$ cat config.mk
export PLATFORM = sky130hd
export DESIGN_NAME = spi_flash_ctrl_flat
export DESIGN_NICKNAME = d
export VERILOG_FILES = /design/src/rtl/spi_flash_pkg.sv /design/src/rtl/spi_flash_if.sv /design/src/rtl/spi_rx_fifo.sv /design/src/rtl/spi_flash_ctrl.sv /design/src/flat_wrapper.sv
export SDC_FILE = /design/constraint.sdc
export NUM_CORES = 1
export LEC_CHECK = 0
export BUFFER_PORTS_ARGS = -buffer_cell sky130_fd_sc_hd__buf_2
export CORE_MARGIN = 5
export CORE_UTILIZATION = 30
export CTS_BUF_LIST = sky130_fd_sc_hd__clkbuf_4
export CTS_CLUSTER_DIAMETER = 150
export DETAILED_ROUTE_END_ITERATION = 8
export HOLD_SLACK_MARGIN = 0.03
export PLACE_DENSITY = 0.45
export SYNTH_ARGS = -nofsm -noshare
export SYNTH_HDL_FRONTEND = slang
export SYNTH_HIERARCHICAL = 1
export SYNTH_SLANG_ARGS = --single-unit
$ cat constraint.sdc
create_clock -name clk -period 3.2 [get_ports clk]
set_input_delay 0.64 -clock clk [delete_from_list [all_inputs] [get_ports clk]]
set_output_delay 0.64 -clock clk [all_outputs]
set_load 0.05 [all_outputs]
$ cat src/rtl/spi_flash_pkg.sv
// spi_flash_pkg: shared constants and FSM state type for the SPI flash sequencer
package spi_flash_pkg;
  localparam logic [1:0] REG_DATA    = 2'd0;
  localparam logic [1:0] REG_CTRL    = 2'd1;
  localparam logic [1:0] REG_ADDR_LO = 2'd2;
  localparam logic [1:0] REG_ADDR_HI = 2'd3;
  localparam int ST_BUSY     = 0;
  localparam int ST_NONEMPTY = 1;
  localparam int ST_FULL     = 2;
  localparam int ST_CS       = 3;
  localparam logic [7:0] CMD_READ = 8'h03;
  typedef enum logic [2:0] {IDLE, CMD, ADR, DAT, RAW, GAP} state_t;
endpackage

$ cat src/rtl/spi_flash_if.sv
// spi_flash_if: j1 IO bus register port of the SPI flash sequencer
interface spi_flash_if;
  logic        sel;
  logic        reg_wr;
  logic        reg_rd;
  logic [1:0]  reg_addr;
  logic [15:0] wdata;
  logic [15:0] rdata;
  modport master(output sel, reg_wr, reg_rd, reg_addr, wdata, input rdata);
  modport slave(input sel, reg_wr, reg_rd, reg_addr, wdata, output rdata);
endinterface

$ cat src/rtl/spi_rx_fifo.sv
// spi_rx_fifo: small synchronous byte FIFO for burst read data
module spi_rx_fifo #(
  parameter int FIFO_DEPTH = 4
) (
  input  logic       clk,
  input  logic       resetq,
  input  logic       push,
  input  logic       pop,
  input  logic [7:0] din,
  output logic [7:0] dout,
  output logic       full,
  output logic       empty
);
  localparam int AW = $clog2(FIFO_DEPTH);
  logic [7:0] mem [FIFO_DEPTH];
  logic [AW:0] wp, rp;
  logic do_push, do_pop;
  assign empty   = wp == rp;
  assign full    = wp == (rp ^ {1'b1, {AW{1'b0}}});
  assign do_pop  = pop && !empty;
  assign do_push = push && (!full || do_pop);
  assign dout    = mem[rp[AW-1:0]];
  // read/write pointers; the extra MSB tells full from empty
  always_ff @(posedge clk or negedge resetq) begin
    if (!resetq) begin
      wp <= '0;
      rp <= '0;
    end else begin
      if (do_push) wp <= wp + 1'b1;
      if (do_pop) rp <= rp + 1'b1;
    end
  end
  // storage needs no reset, pointers define validity
  always_ff @(posedge clk) begin
    if (do_push) mem[wp[AW-1:0]] <= din;
  end
endmodule

$ cat src/rtl/spi_flash_ctrl.sv
// spi_flash_ctrl: SPI flash sequencer with raw byte exchange and READ burst into an RX FIFO
module spi_flash_ctrl #(
  parameter int DIV        = 0,
  parameter int FIFO_DEPTH = 4,
  parameter int CS_GAP     = 2
) (
  input  logic     clk,
  input  logic     resetq,
  spi_flash_if.slave bus,
  output logic     flash_sck,
  output logic     flash_mosi,
  input  logic     flash_miso,
  output logic     flash_cs_n
);
  import spi_flash_pkg::*;
  state_t state, state_d;
  logic [15:0] dcnt;
  logic [2:0] bcnt;
  logic [1:0] acnt;
  logic [7:0] gcnt, txs, raw_rx, nxt_tx, start_tx, head, rx_byte;
  logic [6:0] rxs;
  logic [8:0] count;
  logic [23:0] addr;
  logic [3:0] st;
  logic cs_hold, wr, rd, idle, raw_go, ctrl_wr, burst_go, shifting, stall;
  logic tick, rise, fall, byte_end, push, pop, full, empty;
  assign wr       = bus.sel & bus.reg_wr;
  assign rd       = bus.sel & bus.reg_rd;
  assign idle     = state == IDLE;
  assign raw_go   = idle && wr && bus.reg_addr == REG_DATA;
  assign ctrl_wr  = idle && wr && bus.reg_addr == REG_CTRL;
  assign burst_go = ctrl_wr && bus.wdata[1];
  assign start_tx = raw_go ? bus.wdata[7:0] : CMD_READ;
  assign shifting = state inside {CMD, ADR, DAT, RAW};
  assign stall    = state == DAT && bcnt == 3'd0 && !flash_sck && full;
  assign tick     = shifting && !stall && dcnt == 16'(DIV);
  assign rise     = tick && !flash_sck;
  assign fall     = tick && flash_sck;
  assign byte_end = fall && bcnt == 3'd7;
  assign rx_byte  = {rxs, flash_miso};
  assign push     = rise && bcnt == 3'd7 && state == DAT;
  assign pop      = rd && bus.reg_addr == REG_DATA && !empty;
  spi_rx_fifo #(.FIFO_DEPTH(FIFO_DEPTH)) u_fifo (
    .clk(clk), .resetq(resetq), .push(push), .pop(pop), .din(rx_byte),
    .dout(head), .full(full), .empty(empty)
  );
  // status word assembled by bit position
  always_comb begin
    st = '0;
    st[ST_BUSY]     = !idle;
    st[ST_NONEMPTY] = !empty;
    st[ST_FULL]     = full;
    st[ST_CS]       = !flash_cs_n;
  end
  assign bus.rdata = bus.reg_addr == REG_DATA ? {8'h00, empty ? 8'h00 : head} :
                     bus.reg_addr == REG_CTRL ? {12'h000, st} :
                     bus.reg_addr == REG_ADDR_LO ? {8'h00, raw_rx} : {7'h00, count};
  // state register
  always_ff @(posedge clk or negedge resetq) begin
    if (!resetq) state <= IDLE;
    else state <= state_d;
  end
  // next state and the byte to shift after the current one ends
  always_comb begin
    state_d = state;
    nxt_tx  = 8'h00;
    unique case (state)
      IDLE: state_d = raw_go ? RAW : burst_go ? CMD : IDLE;
      CMD: begin
        nxt_tx  = addr[23:16];
        state_d = byte_end ? ADR : CMD;
      end
      ADR: begin
        nxt_tx  = acnt == 2'd0 ? addr[15:8] : acnt == 2'd1 ? addr[7:0] : 8'h00;
        state_d = byte_end && acnt == 2'd2 ? DAT : ADR;
      end
      DAT: state_d = byte_end && count == 9'd0 ? GAP : DAT;
      RAW: state_d = byte_end ? (cs_hold ? IDLE : GAP) : RAW;
      GAP: state_d = gcnt == 8'd0 ? IDLE : GAP;
      default: state_d = IDLE;
    endcase
  end
  // SPI bit engine, register writes, burst bookkeeping
  always_ff @(posedge clk or negedge resetq) begin
    if (!resetq) begin
      flash_sck  <= 1'b0;
      flash_mosi <= 1'b0;
      flash_cs_n <= 1'b1;
      dcnt       <= '0;
      bcnt       <= '0;
      acnt       <= '0;
      gcnt       <= '0;
      txs        <= '0;
      rxs        <= '0;
      raw_rx     <= '0;
      count      <= '0;
      addr       <= '0;
      cs_hold    <= 1'b0;
    end else begin
      if (raw_go || burst_go) begin
        flash_cs_n <= 1'b0;
        dcnt       <= '0;
        bcnt       <= '0;
        acnt       <= '0;
        flash_mosi <= start_tx[7];
        txs        <= {start_tx[6:0], 1'b0};
      end
      if (ctrl_wr) cs_hold <= bus.wdata[0];
      if (burst_go) count <= bus.wdata[15:8] == 8'd0 ? 9'd256 : {1'b0, bus.wdata[15:8]};
      if (idle && wr && bus.reg_addr == REG_ADDR_LO) addr[15:0] <= bus.wdata;
      if (idle && wr && bus.reg_addr == REG_ADDR_HI) addr[23:16] <= bus.wdata[7:0];
      if (shifting) dcnt <= (tick || stall) ? 16'd0 : dcnt + 16'd1;
      if (tick) flash_sck <= ~flash_sck;
      if (rise) rxs <= rx_byte[6:0];
      if (rise && bcnt == 3'd7 && state == RAW) raw_rx <= rx_byte;
      if (fall) begin
        bcnt       <= bcnt + 3'd1;
        flash_mosi <= bcnt == 3'd7 ? nxt_tx[7] : txs[7];
        txs        <= bcnt == 3'd7 ? {nxt_tx[6:0], 1'b0} : {txs[6:0], 1'b0};
      end
      if (byte_end && state == ADR) acnt <= acnt + 2'd1;
      if (push) begin
        count <= count - 9'd1;
        addr  <= addr + 24'd1;
      end
      if (state_d == GAP && state != GAP) begin
        flash_cs_n <= 1'b1;
        gcnt       <= 8'(CS_GAP - 1);
      end else if (state == GAP) gcnt <= gcnt - 8'd1;
    end
  end
endmodule

$ cat src/flat_wrapper.sv
// flat-port wrapper written by rule: the top's interface ports become plain ports
module spi_flash_ctrl_flat import spi_flash_pkg::*;
#(
  parameter int DIV        = 0,
  parameter int FIFO_DEPTH = 4,
  parameter int CS_GAP     = 2
)
  (clk, resetq, flash_sck, flash_mosi, flash_miso, flash_cs_n, bus_sel, bus_reg_wr, bus_reg_rd, bus_reg_addr, bus_wdata, bus_rdata);
  spi_flash_if bus_i ();
  input  logic clk;
  input  logic resetq;
  output logic flash_sck;
  output logic flash_mosi;
  input  logic flash_miso;
  output logic flash_cs_n;
  input wire logic [$bits(bus_i.sel)-1:0] bus_sel;
  input wire logic [$bits(bus_i.reg_wr)-1:0] bus_reg_wr;
  input wire logic [$bits(bus_i.reg_rd)-1:0] bus_reg_rd;
  input wire logic [$bits(bus_i.reg_addr)-1:0] bus_reg_addr;
  input wire logic [$bits(bus_i.wdata)-1:0] bus_wdata;
  output wire logic [$bits(bus_i.rdata)-1:0] bus_rdata;
  assign bus_i.sel = bus_sel;
  assign bus_i.reg_wr = bus_reg_wr;
  assign bus_i.reg_rd = bus_reg_rd;
  assign bus_i.reg_addr = bus_reg_addr;
  assign bus_i.wdata = bus_wdata;
  assign bus_rdata = bus_i.rdata;
  spi_flash_ctrl #(.DIV(DIV), .FIFO_DEPTH(FIFO_DEPTH), .CS_GAP(CS_GAP)) u_core (.clk(clk), .resetq(resetq), .bus(bus_i), .flash_sck(flash_sck), .flash_mosi(flash_mosi), .flash_miso(flash_miso), .flash_cs_n(flash_cs_n));
endmodule
### Yosys cells after proc, flatten, opt, wreduce, memory -nomap -nowiden

Memories as Yosys holds them, arrays and structs flattened.
Cells that the tools add are included.

* RAM bits: 32
* word-level logic and storage cells: 138
* flip-flop bits (word level): 98
* output and inout bits: 19
* memories kept: 1
* bits of input ports: 24

Memory list
* u_core.u_fifo.mem: depth 4, width 8, read ports 1, clocked after memory_dff 0, wr ports 1, RTL line spi_rx_fifo.sv:15 `logic [7:0] mem [FIFO_DEPTH];`

* multiplexer cells: 42
* reductions and logical operators: 51
* add/subtract/negate cells: 8
* eq/ne operators: 15
* bitwise gates (word level): 4

Operators with widths (count)
* two-way mux 16 bit: 6
* two-way mux 8 bit: 10
* two-way mux 9 bit: 4
* logical AND 1 bit: 25
* adder 24 x 1 -> 24 bit (second input constant): 1
* two-way mux 24 bit: 1
* two-way mux 3 bit: 7
* case mux 3 bit (6 select lines): 1
* adder 16 x 1 -> 16 bit (second input constant): 1
* zero test 16 bit: 1
* zero test 8 bit: 2
* case mux 8 bit (2 select lines): 1
* nonzero test 2 bit: 8
* equality test 3 bit (second input constant): 4
* adder 3 x 1 -> 3 bit (second input constant): 3
* zero test 9 bit: 1
* two-way mux 1 bit: 9
* subtractor 9 x 1 -> 9 bit (second input constant): 1
* subtractor 8 x 1 -> 8 bit (second input constant): 1
* equality test 2 bit (second input constant): 3
* equality test 3 x 2 -> 1 bit (second input constant): 2
* equality test 3 bit: 2
* zero test 1 bit: 6
* zero test 3 bit: 2
* other kinds (10): 18

### Depth between registers and ports, before layout

Gate-level depths: netlist of run 1.

* depth in word-level cells: 15
* depth in mapped cells: 13
* mapped depth without buffers: 11

### Hierarchy

The synthesis of run 1 kept the hierarchy.

By module, submodules not included
* spi_flash_ctrl: times used 1, area each 5530.3 um2, cells each 635, seq. area each 2278.4 um2
* spi_rx_fifo: times used 1, area each 1617.8 um2, cells each 88, seq. area each 1111.1 um2

### Worst setup path before layout of run 1

Ideal clock, no wire load.

* path kind: input-to-output
* from: input bus_reg_addr[1]
* to: output bus_rdata[1]
* data arrival time: 2524 ps
* buffers on the path: 2
* stages on the path: 4
* slack: 36 ps
* required time: 2560 ps
* path through: clkbuf_1 > buf_1 > a211oi_1 > a221oi_1

* word-level cells in the longest chain between the ends: 4
* elaborated cells on any way between the ends: 6
* classes of those cells: eq/ne (2); mux (3); reduce/logical (1)

RTL lines
* from (decl): RTL line flat_wrapper.sv:19 `input wire logic [$bits(bus_i.reg_addr)-1:0] bus_reg_addr;`
* equality test 2 bit: RTL line spi_flash_ctrl.sv:57 `bus.reg_addr == REG_ADDR_LO ? {8'h00, raw_rx} : {7'h00, count};`
* two-way mux 9 bit: RTL line spi_flash_ctrl.sv:57
* two-way mux 16 bit: RTL line spi_flash_ctrl.sv:56 `bus.reg_addr == REG_CTRL ? {12'h000, st} :`
* two-way mux 16 bit (*): RTL line spi_flash_ctrl.sv:55 `assign bus.rdata = bus.reg_addr == REG_DATA ? {8'h00, empty ? 8'h00 : head} :`
* to (decl): RTL line flat_wrapper.sv:21 `output wire logic [$bits(bus_i.rdata)-1:0] bus_rdata;`

Every way passes the cells marked *; elsewhere a longest branch is shown, timed or not.

### Worst setup path in the final report of run 1

* from: register u_core.u_fifo.rp[0]
* to: output bus_rdata[1]

* elaborated cells on any way between the ends: 6
* classes of those cells: eq/ne (1); mux (3); reduce/logical (1); memory (1)

RTL lines
* from (decl): RTL line spi_rx_fifo.sv:16 `logic [AW:0] wp, rp;`
* from (signal assigned): RTL line spi_rx_fifo.sv:30 `if (do_pop) rp <= rp + 1'b1;`
* memory read (4 x 8 bit)
* via u_core.head[1]: RTL line spi_flash_ctrl.sv:20 `logic [7:0] gcnt, txs, raw_rx, nxt_tx, start_tx, head, rx_byte;`
* two-way mux 8 bit: RTL line spi_flash_ctrl.sv:55
* two-way mux 16 bit: RTL line spi_flash_ctrl.sv:55

The timed path passes the listed nets, and every way through them passes these cells.

==> results of run 1 <==
-- layer usage --
layer  vias to the layer above  global-route usage [%]
li1                       2763                       -
met1                      2865                    20.8
met2                       176                    25.0
met3                        21                    3.46
met4                         0                    4.99
met5                         -                       0
-- cells in the mapped netlist, types with 6 or more instances --
master | n | area (sq um)
and2_1 | 6 | 37.5
nand2_1 | 101 | 379
o21ai_0 | 48 | 240
nand3_1 | 29 | 145
xor2_1 | 6 | 52.6
a211oi_1 | 7 | 52.6
ha_1 | 17 | 213
buf_2 | 10 | 50.1
nor3_1 | 15 | 75.1
a22oi_1 | 11 | 82.6
buf_4 | 7 | 52.6
inv_1 | 25 | 93.8
or4_1 | 6 | 45.0
o21ai_1 | 18 | 90.1
edfxtp_1 | 32 | 961
a21oi_1 | 25 | 125
or3_1 | 7 | 43.8
o31ai_1 | 11 | 82.6
clkbuf_1 | 18 | 67.6
nor2_1 | 55 | 206
o211ai_1 | 15 | 113
mux2_2 | 16 | 180
and3_1 | 14 | 87.6
mux4_2 | 8 | 180
a21o_1 | 6 | 45.0
nand4_1 | 8 | 50.1
dfrtp_1 | 96 | 2400
nor4_1 | 7 | 43.8
-- critical path: cells and delay by family (launching register included) --
family	cells	cell delay [ps]
AOI/OAI and AO/OA	2	530
buffers and inverters	2	470
DFF	1	420
muxes	1	330
and+or+nand+nor	1	150
-- worst min-delay path by stage --
| stage | to | slack, ps |
|---|---|---|
| final | u_core/dcnt[5]$_DFFE_PN0P_ | 240 |
| after CTS | u_core/dcnt[1]$_DFFE_PN0P_ | 270 |
| after global placement | u_core/raw_rx[7]$_DFFE_PN0P_ | 470 |
| after floorplan | u_core/acnt[0]$_DFFE_PN0P_ | 340 |
| after global routing | u_core/dcnt[5]$_DFFE_PN0P_ | 280 |
| after detailed placement | u_core/raw_rx[7]$_DFFE_PN0P_ | 480 |
-- repair_timing --
item | in CTS | in global routing
pin swaps | 0 | 0
setup endpoints to repair | 6 | 8
resized for setup | 3 | 13
buffers inserted | 0 | 0
-- report_power, final --
group          switching, uW  leakage, uW  internal [uW]
registers               21.2      0.00145           1700
clock network            681     0.000133            403
logic                    282      0.00176            153
total                    985      0.00335           2260
-- cells by family (layout without fill, tap and decap cells) --
logic type	Yosys count	in the layout	share of synthesized area, %
adders and majority gates	17	17	2.98
buffers and inverters	63	118	4.06
AOI/OAI and AO/OA	184	184	17.0
and+or+nand+nor	287	287	21.0
other	1	8	0.0525
muxes	32	32	6.25
DFF	129	129	47.4
xor gates and xnor gates	10	10	1.23
-- sequential cells by signal, indices dropped and copies added, names as in the netlist, 7 cells and up --
| name | cells |
|---|---|
| u_core/addr | 24 |
| u_core/gcnt | 8 |
| u_core/txs | 7 |
| u_core/raw_rx | 8 |
| u_core/rxs | 7 |
| u_core/u_fifo/mem | 32 |
| u_core/count | 9 |
| u_core/dcnt | 16 |
-- per-stage QoR --
step | std cells | cell area [sq um] | power [uW] | hold slack [ps]
after floorplan | 729 | 7170 | 2030 | 344
after global placement | 1071 | 7750 | 2160 | 474
after detailed placement | 1071 | 7750 | 2170 | 480
after CTS | 1103 | 8020 | 3280 | 267
after global routing | 1104 | 8050 | 3400 | 285
final | 1104 | 8050 | 3240 | 243
-- cell type report --
class,instances,share of cell area (%)
antenna,1,0.0311
clock buffer,18,1.68
clock inverter,14,1.65
inverter,25,1.17
multi-input combinational,537,43.6
sequential,129,42.1
tap,319,4.96
timing repair buffer,61,4.83
-- cell usage in the layout, fill, tap and decap left out, types with 5 or more instances in the layout --
cell type and instances:
a211oi_1 6, a21o_1 6, a21oi_1 25, a221oi_1 5
a22oi_1 11, and2_1 6, and3_1 14, buf_2 29
buf_4 29, clkbuf_4 20, clkinvlp_4 5, conb_1 7
dfrtp_1 95, edfxtp_1 32, ha_1 17, inv_1 25
mux2_1 5, mux2_2 16, mux4_2 8, nand2_1 101
nand2b_1 5, nand3_1 29, nand4_1 8, nor2_1 53
nor3_1 15, nor4_1 7, o211ai_1 15, o21ai_0 45
o21ai_1 21, o311ai_1 5, o31ai_1 11, or2_2 5
or3_1 7, or4_1 6, xor2_1 5
==> metrics.md, run 1 <==
| Metric | Value |
|---|---|
| Status | finished, final reports clean |
| Sequential share of the synthesized area | between 40% and 50% |
| Final hold violations | 0 |
| Root Buffer | clkbuf_4 |
| Starting Density | a little under a third |
| Worst EP required | around 2600 ps |
| Layout Nets | 812 |
| DR pass1 iterations | 5 |
| Routed met1 length | around 9400 um |
| Register bit total from synthesis | 129 |
| Filler cells | 2376 |
| WL/cell | ~18 um |
| Max Cap Violations | 0 |
| Critical Path Fanout Max | 11 |
| # hold bufs at CTS | 0 |
| Total gr overflow | 0 |
| CTS buffer count | 17 |
| Setup_tns | 0 ps |
| Detailed Route Iter0 Violations | 516 |
| CP peak stage delay | between 400 and 500 ps |
| Largest net degree at the start of global routing | 76 |
| First-pass GRT wire length | 32500 um |
| Core Region | 23500 sq um |
| Gate Count Post-Synth | just over 700 |
| Slowest cell on the critical path | a221oi_1 |
| Main synth FF type | dfrtp_1 |
| Post-route ant nets | 0 |
| Pwr per Cell Area | around 400 nW/um^2 |
| Yosys cell types | between 70 and 80 |
| FF-to-FF Start | u_core/u_fifo/rp[2]$_DFFE_PN0P_ |
| DR vias | approximately 5.8k |
| Max Fclk | ~0.32 GHz |
| Final Cycle Share | 96.7% |
| CTS Buffer Depth | 2 |
| Multi-input gate area in the final layout | around 3500 sq um |
| Drt via density | between 5 and 6 |
| Final Slew Violations | 0 |
| Die W | roughly 160 um |
| Crit path DAT | ~2500 ps |
| Setup violators final | 0 |
| # rows | 56 |
| Die Y | approximately 160 um |
| Max IR drop VDD | around 0.00019 V |
| Clk slew on worst S/H paths | 120 ps |
| Hold Path Class | in2async |
| Reg area | around 3400 sq um |
| Post-layout util | ~34% |
| Htree depth | 4 |
| EDFF count, synth | 32 |
| Crit. End Element | primary output |
| Reg2Reg Setup Slack | around 330 ps |
| R2R cell count | 8 |
| Final min period | about 3100 ps |
| Detailed-routed wire length on met3 | between 1000 and 1500 um |
| CTS tree | yes |
| Crit-path cells | buf_6 -> mux4_2 -> nor2b_1 -> a211oi_2 -> a221oi_1 -> buf_4 |
| Actual slew at the worst max-slew pin | 1040 ps |
| Share of flip-flops with an asynchronous set or reset | between 70% and 80% |
| Detailed placement HPWL | about 15000 um |
| I/O Pins | between 40 and 50 |
| IO Port Bufs | 35 |
| Mapped Area | ~7000 sq um |
| Clock Latency Late Sink | about 560 ps |
| CP Class | reg2out |
| Worst setup margin | 106 ps |
| Synthesis-to-layout area growth | 12.6% |
| Vias in the first global route | 5773 |
| Slew margin rel. | between 30 and 40% |
| Gpl congestion | 0.841 |
| Clk sink count | approximately 130 |
| Worst flop-to-flop path endpoint | u_core/addr[16]$_DFFE_PN0P_ |
| CP Launch Type | flop |
| Initial antenna violation count | 1 |
| Mapped Avg Cell Area | 9.89 sq um |
| Total wire length | a little over 20000 um |
| Critical path origin | u_core/u_fifo/rp[0]$_DFFE_PN0P_ |
| Die ar. | about 27000 sq um |
| Worst Skew | 33.5 ps |
| RSZ-0062 raised after global routing | true |
| Yosys Warn Count | 6 |
| Worst setup endpoint | bus_rdata[1] |
| DRC | 0 |
| Met2 wire length | about 9600 um |
| Dpl ws | 331 ps |
| Top sig layer | met4 |
| Layout cells sized above 1 | about a fifth |
| GR Util All Layers | 15.5% |
| Pleak | 0.00335 uW |
Power figures use the tool's default switching activity.
==> run 2, diff against run 1 <==
--- a/config.mk
+++ b/config.mk
@@ -5,14 +5,14 @@
 export SDC_FILE = /design/constraint.sdc
 export NUM_CORES = 1
 export LEC_CHECK = 0
-export BUFFER_PORTS_ARGS = -buffer_cell sky130_fd_sc_hd__buf_2
 export CORE_MARGIN = 5
-export CORE_UTILIZATION = 30
+export CORE_UTILIZATION = 40
 export CTS_BUF_LIST = sky130_fd_sc_hd__clkbuf_4
 export CTS_CLUSTER_DIAMETER = 150
 export DETAILED_ROUTE_END_ITERATION = 8
+export DONT_BUFFER_PORTS = 1
 export HOLD_SLACK_MARGIN = 0.03
-export PLACE_DENSITY = 0.45
+export PLACE_DENSITY = 0.54
 export SYNTH_ARGS = -nofsm -noshare
 export SYNTH_HDL_FRONTEND = slang
 export SYNTH_HIERARCHICAL = 1
==> run 2 against run 1 <==
Critical path depth unchanged. Wire length down 9.1%. Combinational power down 4.8%. Via count decreased by 3.0%. Clock power about the same. Critical path type unchanged.
==> metrics.md, run 2 (synthesized netlist as in run 1, its figures left out) <==
| Metric | Value |
|---|---|
| Most common cell after layout, fill and taps aside | nand2_1 |
| Initial antenna violation count | 1 |
| Max FFs per register | 32 |
| Most frequent cells in the layout | 101 x nand2_1, 96 x dfrtp_1, 53 x nor2_1 |
| CP Launch Type | flop |
| Post-layout util | 45.2% |
| Starting Density | 41.0% |
| Htree depth | 4 |
| IO Port Bufs | 0 |
| Synthesis-to-layout area growth | 10.0% |
| Detailed-routed wire length on met3 | ~1200 um |
| Detailed Route Iter0 Violations | 404 |
| I/O Pins | 43 |
| Core Region | 17400 sq um |
| Vias in the first global route | between 5k and 6k |
| Total wire length | around 18000 um |
| Post-route ant nets | 0 |
| Worst EP required | between 2000 and 3000 ps |
| # rows | 48 |
| Hold path depth | 0 |
| Critical Path Fanout Max | 5 |
| Hold slack | slightly below 200 ps |
| Die W | 144 um |
| GR Util All Layers | between 10% and 20% |
| RSZ-0062 raised after global routing | false |
| Setup_tns | 0 ps |
| Gpl congestion | approximately 0.84 |
| Actual slew at the worst max-slew pin | roughly 820 ps |
| CP Class | reg2out |
| Clk sink count | approximately 130 |
| CTS buffer count | 17 |
| WL/cell | approximately 19 um |
| Die Y | ~140 um |
| DRC | 0 |
| Max IR drop VDD | roughly 0.00025 V |
| Top sig layer | met4 |
| Max Fclk | between 0.3 and 0.4 GHz |
| Slew margin rel. | ~45% |
| Hold Path Class | in2reg |
| Crit. End Element | primary output |
| Die ar. | 20600 sq um |
| Slowest cell on the critical path | dfrtp_1 |
| Largest net degree at the start of global routing | 98 |
| Layout Nets | slightly below 800 |
| Clock Latency Late Sink | ~550 ps |
| Pleak | approximately 0.0033 uW |
| Crit-path cells | xor2_1 -> or2_2 -> nor2_1 -> mux2i_1 -> a21oi_1 -> buf_4 |
| Final min period | just over 3000 ps |
| Detailed placement HPWL | 13400 um |
| DR pass1 iterations | 5 |
| CP peak stage delay | ~450 ps |
| CTS Buffer Depth | 2 |
| Clk slew on worst S/H paths | 120 ps |
| Layout cells sized above 1 | 15.5% |
| Drt via density | approximately 5.7 |
| Worst Skew | ~21 ps |
| Root Buffer | clkbuf_4 |
| Final Slew Violations | 0 |
| DR vias | between 5k and 6k |
| Met2 wire length | 8430 um |
| Status | finished, final reports clean |
| CTS tree | yes |
| Crit path DAT | roughly 2400 ps |
| Routed met1 length | 8470 um |
| Total gr overflow | 0 |
| Max Cap Violations | 0 |
| Setup violators final | 0 |
| R2R cell count | 10 |
| First-pass GRT wire length | 29900 um |
| Final Cycle Share | 94.7% |
| Pwr per Cell Area | around 410 nW/um^2 |
| Final hold violations | 0 |
-- run 2: cell count changes in the layout (fill, tap and decap cells not counted), moves of 2 or more --
cell,delta
buf_2,-29
buf_4,+5
clkbuf_4,-2
clkinv_1,+2
clkinv_4,+3
clkinvlp_4,-2
inv_6,-3
-- run 2: area by class of cell --
type,instances,area [sq um]
Fill cell,1657,9550
Multi-Input combinational cell,537,3510
Sequential cell,129,3390
Timing Repair Buffer,37,304
Tap cell,225,282
Clock inverter,14,144
Clock buffer,18,135
Inverter,25,93.8
Antenna cell,1,2.50
-- run 2: worst max-delay path, delay by kind of cell, from the launching register on --
kind,cells,cell delay (ps)
xor gates and xnor gates,1,170
buffers and inverters,1,250
muxes,1,130
DFF,1,450
AOI/OAI and AO/OA,1,260
and+or+nand+nor,2,570
-- run 2: final timing paths --
path	slack (ps)	start	end
min in group asynchronous	670	resetq	u_core/u_fifo/rp[1]$_DFFE_PN0P_
hold / removal	200	flash_miso	u_core/u_fifo/mem[3][0]$_DFFE_PP_
max in group asynchronous	2130	resetq	u_core/flash_cs_n$_DFFE_PN1P_
hold reg to reg	490	u_core/dcnt[15]$_DFFE_PN0P_	u_core/dcnt[15]$_DFFE_PN0P_
setup / recovery	170	u_core/u_fifo/wp[1]$_DFFE_PN0P_	bus_rdata[2]
setup reg to reg	330	u_core/u_fifo/wp[1]$_DFFE_PN0P_	u_core/gcnt[0]$_DFFE_PN0P_
-- run 2: stage by stage --
stage	instances	area [sq um]	worst slack, ps	power [uW]
4_1_cts	985	7840	15.8	3260
2_1_floorplan	729	7170	36.3	2030
3_3_place_gp	951	7520	403	2110
5_1_grt	986	7870	7.84	3400
3_5_place_dp	951	7520	396	2110
6_report	986	7870	169	3240
-- run 2: where the power goes --
part / internal (uW) / leakage (uW) / switching, uW
logic: 153 / 0.00168 / 261
registers: 1700 / 0.00146 / 20.8
clock network: 468 / 0.000143 / 633
-- run 2: what timing repair did --
item	CTS	global route
hold endpoints to repair	97	0
hold buffers	2	0
setup buffers	0	0
cloned	0	0
resized for setup	1	4
setup endpoints to repair	2	7
-- run 2: routing by layer --
metal,track usage (%),up-vias
met4,5.55,0
met5,0,-
met2,28.2,168
met1,25.8,2733
met3,5.06,31
li1,-,2717
==> run 3, diff against run 2 <==
--- a/config.mk
+++ b/config.mk
@@ -5,6 +5,8 @@
 export SDC_FILE = /design/constraint.sdc
 export NUM_CORES = 1
 export LEC_CHECK = 0
+export CELL_PAD_IN_SITES_DETAIL_PLACEMENT = 1
+export CELL_PAD_IN_SITES_GLOBAL_PLACEMENT = 1
 export CORE_MARGIN = 5
 export CORE_UTILIZATION = 40
 export CTS_BUF_LIST = sky130_fd_sc_hd__clkbuf_4
@@ -12,7 +14,7 @@
 export DETAILED_ROUTE_END_ITERATION = 8
 export DONT_BUFFER_PORTS = 1
 export HOLD_SLACK_MARGIN = 0.03
-export PLACE_DENSITY = 0.54
+export PLACE_DENSITY = 0.66
 export SYNTH_ARGS = -nofsm -noshare
 export SYNTH_HDL_FRONTEND = slang
 export SYNTH_HIERARCHICAL = 1
==> run 3 against run 2 <==
Flip-flop and latch count stayed put. Sequential power hardly changed. Clock skew is 0.88 ps higher. Total power is 3.1% higher. Final cell count is 0.20% higher. Critical path type unchanged. Critical endpoint is now bus_rdata[1]. Largest cell class unchanged.
==> metrics.md, run 3 (synthesized netlist as in run 1, its figures left out) <==
| Metric | Value |
|---|---|
| Clock Latency Late Sink | a little under 600 ps |
| Most common cell after layout, fill and taps aside | nand2_1 |
| Worst flop-to-flop path endpoint | u_core/gcnt[0]$_DFFE_PN0P_ |
| Setup violators final | 0 |
| Critical path origin | u_core/u_fifo/rp[0]$_DFFE_PN0P_ |
| Detailed placement HPWL | between 15000 and 20000 um |
| Max Fclk | 0.329 GHz |
| Diode count | 0 |
| Die Y | 144 um |
| Total wire length | ~21000 um |
| Post-route ant nets | 0 |
| Actual slew at the worst max-slew pin | 687 ps |
| Max IR drop VDD | 0.000288 V |
| Critical Path Fanout Max | 11 |
| Final hold violations | 0 |
| Vias in the first global route | 6145 |
| Pleak | 0.00332 uW |
| Final Slew Violations | 0 |
| Final Cycle Share | a little over nine tenths |
| Die W | between 100 and 150 um |
| Worst setup endpoint | bus_rdata[1] |
| DR pass1 iterations | 5 |
| Starting Density | 41.0% |
| Root Buffer | clkbuf_4 |
| Synthesis-to-layout area growth | 10.9% |
| Die ar. | ~21000 sq um |
| R2R cell count | 10 |
| FF-to-FF Start | u_core/u_fifo/wp[0]$_DFFE_PN0P_ |
| First-pass GRT wire length | between 30000 and 40000 um |
| Max FFs per register | 32 |
| Worst Skew | around 22 ps |
| Post-layout util | between 40% and 50% |
| IO Port Bufs | 0 |
| Max Cap Violations | 0 |
| RSZ-0062 raised after global routing | false |
| Initial antenna violation count | 0 |
| Crit-path cells | buf_6 -> mux4_2 -> nor2b_1 -> a211oi_1 -> a221oi_2 -> buf_4 |
| I/O Pins | 43 |
| Crit path DAT | 2400 ps |
| GR Util All Layers | between 20% and 30% |
| CTS buffer count | 17 |
| Core Region | about 17000 sq um |
| DRC | 0 |
| Total gr overflow | 0 |
| CTS tree | yes |
| Slew margin rel. | a little over half |
| CP Class | reg2out |
| Detailed Route Iter0 Violations | between 300 and 400 |
| CP Launch Type | flop |
| Final min period | ~3000 ps |
| Setup_tns | 0 ps |
| Pwr per Cell Area | about 420 nW/um^2 |
| Drt via density | 5.84 |
| # rows | 48 |
| Hold Path Class | in2reg |
| Crit. End Element | primary output |
| Filler cells | 1970 |
| Clk sink count | 129 |
| Multi-input gate area in the final layout | 3520 sq um |
| Largest net degree at the start of global routing | 98 |
| DR vias | 5767 |
| CTS Buffer Depth | 2 |
| WL/cell | between 20 and 25 um |
| Status | finished, final reports clean |
| Worst EP required | 2560 ps |
| Reg area | ~3400 sq um |
| Clk slew on worst S/H paths | 150 ps |
| Gpl congestion | roughly 0.86 |
| Most frequent cells in the layout | 101 x nand2_1, 95 x dfrtp_1, 53 x nor2_1 |
| Layout cells sized above 1 | 16.3% |
| Layout Nets | 791 |
| Reg2Reg Setup Slack | slightly below 300 ps |
| Slowest cell on the critical path | mux4_2 |
| Post-CTS Setup Bufs | 0 |
| Htree depth | 4 |
| Hold slack | ~150 ps |
| CP peak stage delay | roughly 540 ps |
## run 3: through the flow
stage	power (uW)	std cells	instance area, sq um	worst slack [ps]
2_1_floorplan	2030	729	7170	36.3
3_3_place_gp	2120	954	7550	365
3_5_place_dp	2130	954	7550	337
4_1_cts	3350	988	7900	10.1
5_1_grt	3480	988	7930	10.2
6_report	3330	988	7930	157
## run 3: where the power goes
| part | internal (uW) | switching [uW] | leakage [uW] |
|---|---|---|---|
| Clock | 373 | 800 | 0.000162 |
| Combinational | 161 | 277 | 0.00170 |
| Sequential | 1700 | 23.9 | 0.00145 |
| Total | 2230 | 1100 | 0.00332 |
## run 3: area by class of cell
cell class / instances / area share, %
multi-input combinational: 537 / 44.4
timing repair buffer: 40 / 4.12
tap: 225 / 3.55
inverter: 25 / 1.18
sequential: 129 / 42.8
clock buffer: 17 / 1.61
clock inverter: 15 / 2.34
## run 3: timing repair
| action | in CTS | in global routing |
|---|---|---|
| endpoints found under the setup margin | 4 | 7 |
| hold endpoints to repair | 97 | 0 |
| hold buffers | 2 | 0 |
| resized for setup | 1 | 6 |
| cloned | 0 | 0 |
## run 3: metal layers
layer  wire length (um)  vias to the layer above  share of wire [%]  track usage [%]
li1                   -                     2714                  -                -
met4                174                        0               0.84             4.06
met5                  0                        -                  0                0
met2               9920                       93                 48             34.0
met3                722                       10                3.5             4.79
met1               9910                     2950                 48             29.0
## run 3: worst min-delay path by stage
stage | to | slack [ps] | from | cells past startpoint
5_1_grt | u_core/u_fifo/mem[2][0]$_DFFE_PP_ | 50 | flash_miso | 0
4_1_cts | u_core/u_fifo/mem[2][0]$_DFFE_PP_ | 90 | flash_miso | 0
3_5_place_dp | u_core/u_fifo/rp[2]$_DFFE_PN0P_ | 350 | resetq | 0
6_report | u_core/u_fifo/mem[0][0]$_DFFE_PP_ | 150 | flash_miso | 0
2_1_floorplan | u_core/acnt[0]$_DFFE_PN0P_ | 340 | resetq | 0
3_3_place_gp | u_core/u_fifo/rp[2]$_DFFE_PN0P_ | 350 | resetq | 0
## run 3: critical path: cells and delay by family (launching register included)
kind            cells  cell delay (ps)
buf+inv             2              410
compound gates      2              310
simple gates        1              150
flops               1              420
mux                 1              540
